--- src/rtl/rotl_pkg.sv ---
// rotl_pkg: shared state encoding and size defaults for the rotate sequencer.
package rotl_pkg;
    localparam int WIDTH_DEF = 8;
    localparam int AMT_W_DEF = 3;
    localparam int OPCNT_W = 16;
    typedef enum logic [1:0] {IDLE = 2'd0, SHIFT = 2'd1, HOLD = 2'd2} state_t;
endpackage

--- src/rtl/rotl_sequencer_if.sv ---
// rotl_sequencer_if: operand-in and result-out valid/ready handshakes.
interface rotl_sequencer_if #(parameter int WIDTH = 8, parameter int AMT_W = 3);
    logic in_valid;
    logic in_ready;
    logic [WIDTH-1:0] in_data;
    logic [AMT_W-1:0] in_amt;
    logic out_valid;
    logic out_ready;
    logic [WIDTH-1:0] out_data;
    modport master (output in_valid, in_data, in_amt, out_ready, input in_ready, out_valid, out_data);
    modport slave (input in_valid, in_data, in_amt, out_ready, output in_ready, out_valid, out_data);
endinterface

--- src/rtl/rotl_step.sv ---
// rotl_step: combinational single-bit circular left rotate.
module rotl_step #(parameter int WIDTH = 8) (
    input  logic [WIDTH-1:0] d,
    output logic [WIDTH-1:0] q
);
    assign q = {d[WIDTH-2:0], d[WIDTH-1]};
endmodule

--- src/rtl/rotl_sequencer.sv ---
// rotl_sequencer: multi-cycle rotate-left, one bit per clock, with in/out handshakes.
// Define ROTSEQ_OPCOUNT_EN to add a saturating completed-transaction counter (op_count).
module rotl_sequencer
    import rotl_pkg::*;
#(
    parameter int WIDTH = WIDTH_DEF,
    parameter int AMT_W = AMT_W_DEF
) (
    input  logic clk,
    input  logic rst_n,
    rotl_sequencer_if.slave bus,
`ifdef ROTSEQ_OPCOUNT_EN
    output logic [OPCNT_W-1:0] op_count,
`endif
    output logic busy
);
    state_t state;
    logic [WIDTH-1:0] data_q;
    logic [WIDTH-1:0] step_d;
    logic [AMT_W-1:0] cnt_q;

    rotl_step #(.WIDTH(WIDTH)) u_step (.d(data_q), .q(step_d));

    always_ff @(posedge clk or negedge rst_n) begin
        if (!rst_n) begin
            state <= IDLE;
            data_q <= '0;
            cnt_q <= '0;
            busy <= 1'b0;
            bus.in_ready <= 1'b1;
            bus.out_valid <= 1'b0;
            bus.out_data <= '0;
        end else begin
            case (state)
                IDLE: if (bus.in_valid) begin
                    data_q <= bus.in_data;
                    cnt_q <= bus.in_amt;
                    busy <= 1'b1;
                    bus.in_ready <= 1'b0;
                    // amount zero skips straight to presenting the operand
                    if (bus.in_amt == '0) begin
                        state <= HOLD;
                        bus.out_valid <= 1'b1;
                        bus.out_data <= bus.in_data;
                    end else begin
                        state <= SHIFT;
                    end
                end
                SHIFT: begin
                    data_q <= step_d;
                    cnt_q <= cnt_q - 1'b1;
                    if (cnt_q == AMT_W'(1)) begin
                        state <= HOLD;
                        bus.out_valid <= 1'b1;
                        bus.out_data <= step_d;
                    end
                end
                HOLD: if (bus.out_ready) begin
                    state <= IDLE;
                    busy <= 1'b0;
                    bus.in_ready <= 1'b1;
                    bus.out_valid <= 1'b0;
                end
                default: state <= IDLE;
            endcase
        end
    end

`ifdef ROTSEQ_OPCOUNT_EN
    always_ff @(posedge clk or negedge rst_n) begin
        if (!rst_n) op_count <= '0;
        else if (bus.out_valid && bus.out_ready && op_count != '1) op_count <= op_count + 1'b1;
    end
`endif
endmodule

--- src/flat_wrapper.sv ---
// flat-port wrapper written by rule: the top's interface ports become plain ports
module rotl_sequencer_flat import rotl_pkg::*;
#(
    parameter int WIDTH = WIDTH_DEF,
    parameter int AMT_W = AMT_W_DEF
)
  (clk, rst_n, busy, bus_in_valid, bus_in_data, bus_in_amt, bus_out_ready, bus_in_ready, bus_out_valid, bus_out_data);
  rotl_sequencer_if #(.WIDTH(WIDTH), .AMT_W(AMT_W)) bus_i ();
  input  logic clk;
  input  logic rst_n;
  output logic busy;
  input wire logic [$bits(bus_i.in_valid)-1:0] bus_in_valid;
  input wire logic [$bits(bus_i.in_data)-1:0] bus_in_data;
  input wire logic [$bits(bus_i.in_amt)-1:0] bus_in_amt;
  input wire logic [$bits(bus_i.out_ready)-1:0] bus_out_ready;
  output wire logic [$bits(bus_i.in_ready)-1:0] bus_in_ready;
  output wire logic [$bits(bus_i.out_valid)-1:0] bus_out_valid;
  output wire logic [$bits(bus_i.out_data)-1:0] bus_out_data;
  assign bus_i.in_valid = bus_in_valid;
  assign bus_i.in_data = bus_in_data;
  assign bus_i.in_amt = bus_in_amt;
  assign bus_i.out_ready = bus_out_ready;
  assign bus_in_ready = bus_i.in_ready;
  assign bus_out_valid = bus_i.out_valid;
  assign bus_out_data = bus_i.out_data;
  rotl_sequencer #(.WIDTH(WIDTH), .AMT_W(AMT_W)) u_core (.clk(clk), .rst_n(rst_n), .bus(bus_i), .busy(busy));
endmodule
--- config.mk ---
export PLATFORM = sky130hd
export DESIGN_NAME = rotl_sequencer_flat
export DESIGN_NICKNAME = d
export VERILOG_FILES = /design/src/rtl/rotl_pkg.sv /design/src/rtl/rotl_sequencer_if.sv /design/src/rtl/rotl_step.sv /design/src/rtl/rotl_sequencer.sv /design/src/flat_wrapper.sv
export SDC_FILE = /design/constraint.sdc
export NUM_CORES = 1
export LEC_CHECK = 0
export ABC_AREA = 1
export CAP_MARGIN = 10
export CORE_MARGIN = 2
export CORE_UTILIZATION = 30
export DETAILED_ROUTE_END_ITERATION = 8
export SYNTH_ARGS = -nofsm -noshare
export SYNTH_HDL_FRONTEND = slang
export SYNTH_SLANG_ARGS = --single-unit
--- constraint.sdc ---
create_clock -name clk -period 1.25 [get_ports clk]
set_input_delay 0.375 -clock clk [delete_from_list [all_inputs] [get_ports clk]]
set_output_delay 0.375 -clock clk [all_outputs]
set_load 0.005 [all_outputs]
==> summary.md, run 1 <==
| Metric | Value |
|---|---|
| Status | `finished, violations left` |
| Failing checks | `negative setup slack` |
| Area of the mapped netlist | `0.001217 mm^2` |
| Clock period minus worst slack | `approximately 1.3 ns` |
| Setup WS pre-CTS | `-0.3972 ns` |
| Largest stage delay on the critical path | `~0.53 ns` |
| Clock latency on the worst-skew pair | `roughly 0.27 ns` |
| Worst Setup Path Type | `reg2out` |
| Least-Margin Pin Slew | `around 0.27 ns` |
| Skew final | `roughly 0.0068 ns` |
| Avg Vias per Cell | `roughly 4.2` |
| Cells along the critical path | `buf_2` |
| Fin. Hold Viols | `0` |
| Setup ws final | `-0.01584 ns` |
| Startpoint types | `flip-flop` |
| P&R area growth vs syn | `45.43%` |
| Fillers | `between 400 and 500` |
| Initial Util | `a little under a third` |
| Warnings, synthesis | `0` |
| Sequential share of the synthesized area | `around 50%` |
| Gr ovfl total | `0` |
| Max-slew violation count | `0` |
| Final RePlAce weighted congestion | `approximately 0.75` |
| Residual DRC | `0` |
| Share of layout cells above drive strength 1 | `40.31%` |
| Synth cell types | `17` |
| First-pass GRT wire length | `a little over 4000 um` |
| R2r setup slk | `0 ns` |
| RSZ-0062 raised after global routing | `yes` |
| I/O pin cnt | `26` |
| Core Rows | `23` |
| CTS tree | `built` |
| Power Density | `2607 mW/mm^2` |
| Crit path from | `u_core.bus.in_ready` |
| Max Cap Viol | `0` |
| DRT iter0 DRCs | `61` |
| Buffers and inverters on the worst path | `1` |
| ANT cells | `0` |
| CP top delay family | `flip-flops` |
| Die width | `between 60 and 70 um` |
| Fin cells | `246` |
| Fin crit share | `101.3%` |
| DIE HEIGHT | `~68 um` |
| Initial antenna violation count | `0` |
| Slowest cell on the critical path | `dfstp_2` |
| Root Buffer | `clkbuf_8` |
| Clk slew on worst S/H paths | `about 0.09 ns` |
| H-Tree Depth | `1` |
| Mapped Nets | `between 150 and 200` |
| Final setup violation count | `1` |
| Clock sink count | `24` |
| Min-delay worst type | `in2async` |
| Via count | `1028` |
| Vias in the first global route | `approximately 950` |
| Synthesized instance count | `149` |
| Hold Buf Count CTS | `0` |
| Post-Route WL | `2594 um` |
| Core footprint | `between 0.003 and 0.004 mm^2` |
| DRT Pass-1 Iters | `4` |
| CP arrival | `0.89 ns` |
| Detailed placement HPWL | `1770 um` |
| Die area | `0.004583 mm^2` |
| Worst-case clock buffer depth | `2` |
| Synthesized area per cell | `8.171 um^2` |
| Leakage | `about 0.91 nW` |
| Max Clk Rate | `slightly below 0.8 GHz` |
| Global Route Usage Sum | `12.20%` |
| CP Max Fanout | `2` |
| WP data required | `~0.88 ns` |
| WL/cell | `roughly 11 um` |
| Cts bufs inserted | `3` |
| CP endpoint kind | `output pin` |
| Post-synthesis register bit count | `24` |
| Nets | `between 200 and 250` |
| Dpl cells | `229` |
| Antenna Nets Post-Route | `0` |
| Largest net degree at the start of global routing | `21` |
| Buffers on Ports | `25` |
| Slew headroom | `between 80% and 90%` |
| Worst r2r src | `u_core.cnt_q[1]` |
| Peak supply drop | `0.0006972 V` |
[routing by layer]
layer / wire length (um) / global-route usage (%) / share of wire [%] / up-vias
met5: 0 / 0 / 0 / -
met4: 22 / 5.357 / 0.85 / 0
met3: 129 / 2.667 / 5.0 / 2
li1: - / - / - / 548
met1: 1261 / 17.12 / 49 / 459
met2: 1180 / 17.89 / 45 / 19
[cell usage in the layout, fill, tap and decap left out, types with 2 or more instances in the layout]
cell / count
nand2_1: 50
dfrtp_1: 21
buf_4: 20
inv_1: 15
o21ai_2: 15
clkdlybuf4s50_1: 13
nand2_2: 9
clkbuf_2: 9
inv_2: 4
nand3_1: 4
o21ai_0: 4
nor2_4: 3
o21ai_1: 3
clkbuf_8: 3
nand2_4: 2
inv_6: 2
nor2_1: 2
buf_2: 2
dfrtp_2: 2
[state kept, by name, summed over array words and instances (netlist names)]
signal                cells
u_core.bus.in_ready       1
u_core.data_q             8
u_core.bus.out_valid      1
u_core.cnt_q              3
u_core.bus.out_data       8
u_core.state              2
u_core.busy               1
[report_power, final]
part / leakage (nW) / switching (mW) / internal [mW]
Combinational: 0.584 / 1.44 / 1.13
Sequential: 0.292 / 0.206 / 1.16
Clock: 0.0357 / 0.252 / 0.428
[path summary, 6_finish.rpt]
kind,to,cells after the start
worst max-delay path,bus_in_ready,1
worst min-delay path,u_core.state[0],2
worst max register to register,u_core.bus.out_valid,10
worst min register to register,u_core.bus.out_data[4],2
max in group asynchronous,u_core.bus.out_data[1],2
min in group clk,u_core.bus.out_data[4],2
[synthesized netlist by cell type]
| master | number | area, um^2 |
|---|---|---|
| nand2_1 | 57 | 214.0 |
| dfrtp_1 | 23 | 575.6 |
| inv_1 | 17 | 63.81 |
| o21ai_0 | 12 | 60.06 |
| o21ai_2 | 10 | 87.58 |
| buf_6 | 5 | 56.30 |
| inv_2 | 5 | 18.77 |
| nand3_1 | 4 | 20.02 |
| nor2_1 | 4 | 15.01 |
| nand2_2 | 3 | 18.77 |
| ha_1 | 2 | 25.02 |
| nor2_2 | 2 | 12.51 |
| a21boi_0 | 1 | 7.510 |
| a21oi_1 | 1 | 5.000 |
| dfstp_2 | 1 | 26.28 |
| nor3_1 | 1 | 5.000 |
| or2_2 | 1 | 6.260 |
[cell families (layout without fill, tap and decap cells)]
| logic type | count (synthesis) | in the layout | synth area share [%] |
|---|---|---|---|
| and+or+nand+nor | 72 | 73 | 23.95 |
| adders and majority gates | 2 | 2 | 2.055 |
| buffers and inverters | 27 | 73 | 11.41 |
| DFF | 24 | 24 | 49.43 |
| AOI/OAI and AO/OA | 24 | 24 | 13.15 |
[metrics by stage]
step	utilization, %	power [mW]	instance area [um^2]	TNS, ns	hold slack (ns)
floorplan	-	2.819	1217	0	0.07941
global placement	39.61	3.445	1562	-8.053	0.4549
detailed placement	39.61	3.481	1562	-8.088	0.4676
CTS	43.45	4.367	1713	-0.1909	0.4101
global route	44.91	5.024	1770	-0.9741	0.4088
finish	44.91	4.616	1770	-0.01584	0.4085
[layout make-up]
type / count / area, um^2 / share of cell area, %
inverters: 22 / 97.59 / 5.512
repair inverters: 1 / 8.758 / 0.4947
repair buffers: 46 / 364.1 / 20.57
clock buffers: 3 / 41.29 / 2.332
well taps: 50 / 62.56 / 3.534
clock inverters: 1 / 30.03 / 1.696
flip-flops and latches: 24 / 604.3 / 34.13
multi-input cells: 99 / 561.8 / 31.73
[what timing repair did]
action,4_1_cts,5_1_grt
resized for setup,39,38
endpoints found under the setup margin,30,32
cloned,0,2
setup buffers,7,4
pin swaps,2,10
Power figures use the tool's default switching activity.
==> inputs of run 2 (changes only) <==
CORE_UTILIZATION = 45   (was 30)
PLACE_DENSITY = 0.75   (was not set)
==> run 2 against run 1 <==
Clock skew is 0.00090 ns lower. Final area up 10%. Combinational power grew 43%. The run still ends with negative setup slack left.
==> summary.md, run 2 (synthesis gave the netlist of run 1 again) <==
| Metric | Value |
|---|---|
| Clock sink count | `24` |
| ANT cells | `0` |
| Share of layout cells above drive strength 1 | `between 50% and 60%` |
| WL/cell | `between 15 and 20 um` |
| Register Area | `around 600 um^2` |
| Avg Vias per Cell | `5.209` |
| Largest net degree at the start of global routing | `18` |
| Buffers on Ports | `25` |
| Via count | `around 1200` |
| Core footprint | `0.002522 mm^2` |
| Startpoint types | `flip-flop` |
| Fin. Hold Viols | `0` |
| WP data required | `0.88 ns` |
| Most frequent cells in the layout | `nand2_1, buf_4, dfrtp_1` |
| CP top delay family | `flip-flops` |
| CP endpoint kind | `output pin` |
| Initial Util | `between 40% and 50%` |
| Clock latency on the worst-skew pair | `0.32 ns` |
| Cts bufs inserted | `3` |
| RSZ-0062 raised after global routing | `yes` |
| Post-Route Setup TNS | `-1.163 ns` |
| Setup WS pre-CTS | `-0.4568 ns` |
| Vias in the first global route | `around 1200` |
| Buffers and inverters on the worst path | `1` |
| CP Max Fanout | `2` |
| DRT iter0 DRCs | `24` |
| Worst Setup Path Type | `reg2out` |
| Fin crit share | `107.9%` |
| Slowest cell on the critical path | `dfstp_2` |
| Antenna Nets Post-Route | `0` |
| Worst r2r src | `u_core.cnt_q[1]` |
| Setup ws final | `-0.09823 ns` |
| Worst-case clock buffer depth | `2` |
| Final setup violation count | `22` |
| FF-to-FF path depth | `10` |
| Residual DRC | `0` |
| Detailed placement HPWL | `between 1500 and 2000 um` |
| Cells along the critical path | `buf_6` |
| Nets | `~220` |
| H-Tree Depth | `1` |
| Post-Route WL | `about 3700 um` |
| Leakage | `around 1.0 nW` |
| Global Route Usage Sum | `between 20% and 30%` |
| P&R area growth vs syn | `60.64%` |
| Status | `finished, violations left` |
| CTS tree | `built` |
| Least-Margin Pin Slew | `around 0.30 ns` |
| I/O pin cnt | `26` |
| First-pass GRT wire length | `approximately 5300 um` |
| Final RePlAce weighted congestion | `~0.8` |
| Failing checks | `negative setup slack` |
| Skew final | `a little under 0.006 ns` |
| Die width | `between 50 and 60 um` |
| DRT Pass-1 Iters | `4` |
| Min-delay worst type | `in2async` |
| Root Buffer | `clkbuf_4` |
| Hold Buf Count CTS | `0` |
| Biggest regs | `u_core.bus.out_data x8, u_core.data_q x8, u_core.cnt_q x3` |
| Clk slew on worst S/H paths | `approximately 0.14 ns` |
| Fin util | `between 70 and 80%` |
| Fillers | `159` |
| Max Cap Viol | `0` |
| Max Clk Rate | `0.7417 GHz` |
| Peak supply drop | `between 0.002 and 0.0025 V` |
| Max-slew violation count | `0` |
| Multi-input logic area | `between 600 and 700 um^2` |
| Gr ovfl total | `0` |
| R2R Path End | `u_core.bus.out_data[7]` |
| Largest stage delay on the critical path | `between 0.5 and 0.6 ns` |
| Commonest non-fill, non-tap cell in the layout | `nand2_1` |
| Clock period minus worst slack | `between 1 and 1.5 ns` |
| Power Density | `around 2800 mW/mm^2` |
| CP arrival | `~0.97 ns` |
| Core Rows | `18` |
| R2r setup slk | `-0.08 ns` |
| Die area | `roughly 0.0031 mm^2` |
| Initial antenna violation count | `0` |
| DIE HEIGHT | `around 56 um` |
| Slew headroom | `around 80%` |
run 2: cell count changes in the layout (fill, tap and decap cells not counted), moves of 3 or more:
cell      change
buf_6         +5
clkbuf_4      +3
clkbuf_2      -9
nand2_4       +9
buf_2         +8
nand2_2       +3
nand2_1      -13
run 2: area by class of cell:
| class | count | share of cell area [%] |
|---|---|---|
| clock buffers | 4 | 1.855 |
| repair inverters | 3 | 1.983 |
| well taps | 30 | 1.919 |
| inverters | 22 | 5.502 |
| flip-flops and latches | 24 | 30.97 |
| repair buffers | 53 | 23.22 |
| multi-input cells | 99 | 34.55 |
run 2: worst max path at each step:
stage                                   start                endpoint  slack [ns]  depth (start not counted)
after floorplan               u_core.cnt_q[1]  u_core.bus.out_data[0]        0.03                         10
after global placement          bus_in_amt[1]  u_core.bus.out_data[3]       -0.37                          8
after detailed placement         bus_in_valid        u_core.data_q[0]       -0.46                          7
after CTS                 u_core.bus.in_ready            bus_in_ready       -0.09                          1
after global routing          u_core.cnt_q[1]  u_core.bus.out_data[1]       -0.16                         10
final                     u_core.bus.in_ready            bus_in_ready        -0.1                          1
run 2: power by group:
part | internal, mW | total [mW] | switching, mW
registers | 1.16 | 1.41 | 0.244
clock network | 0.178 | 0.432 | 0.254
logic | 1.61 | 3.68 | 2.07
run 2: worst reg2reg max path: stages (launching register included):
cell	delay (ns)
dfrtp_1	0.40
inv_2	0.07
ha_4	0.12
inv_2	0.04
nor2_4	0.13
nand2_2	0.11
nand2_4	0.12
nand2_8	0.09
inv_8	0.09
nand2_2	0.05
nand2_1	0.06
run 2: per-layer routing:
metal	global-route usage [%]	wire length, um
met5	0	0
met3	3.023	177
met1	26.14	1381
met2	38.99	1939
met4	9.184	167
run 2: what timing repair did:
item                       4_1_cts  5_1_grt
resized for setup               73       58
setup endpoints to repair       30       31
gates cloned                     3        1
buffers inserted                11        7
pin swaps                       12       11
run 2: stage by stage:
step           power [mW]  std cells  area, um^2  hold slack [ns]
2_1_floorplan       2.819        149        1217          0.07941
3_3_place_gp        3.405        209        1536           0.4571
3_5_place_dp        3.524        209        1536           0.4623
4_1_cts             4.459        227        1707           0.3418
5_1_grt             5.855        235        1956           0.3438
6_report            5.516        235        1956           0.3379
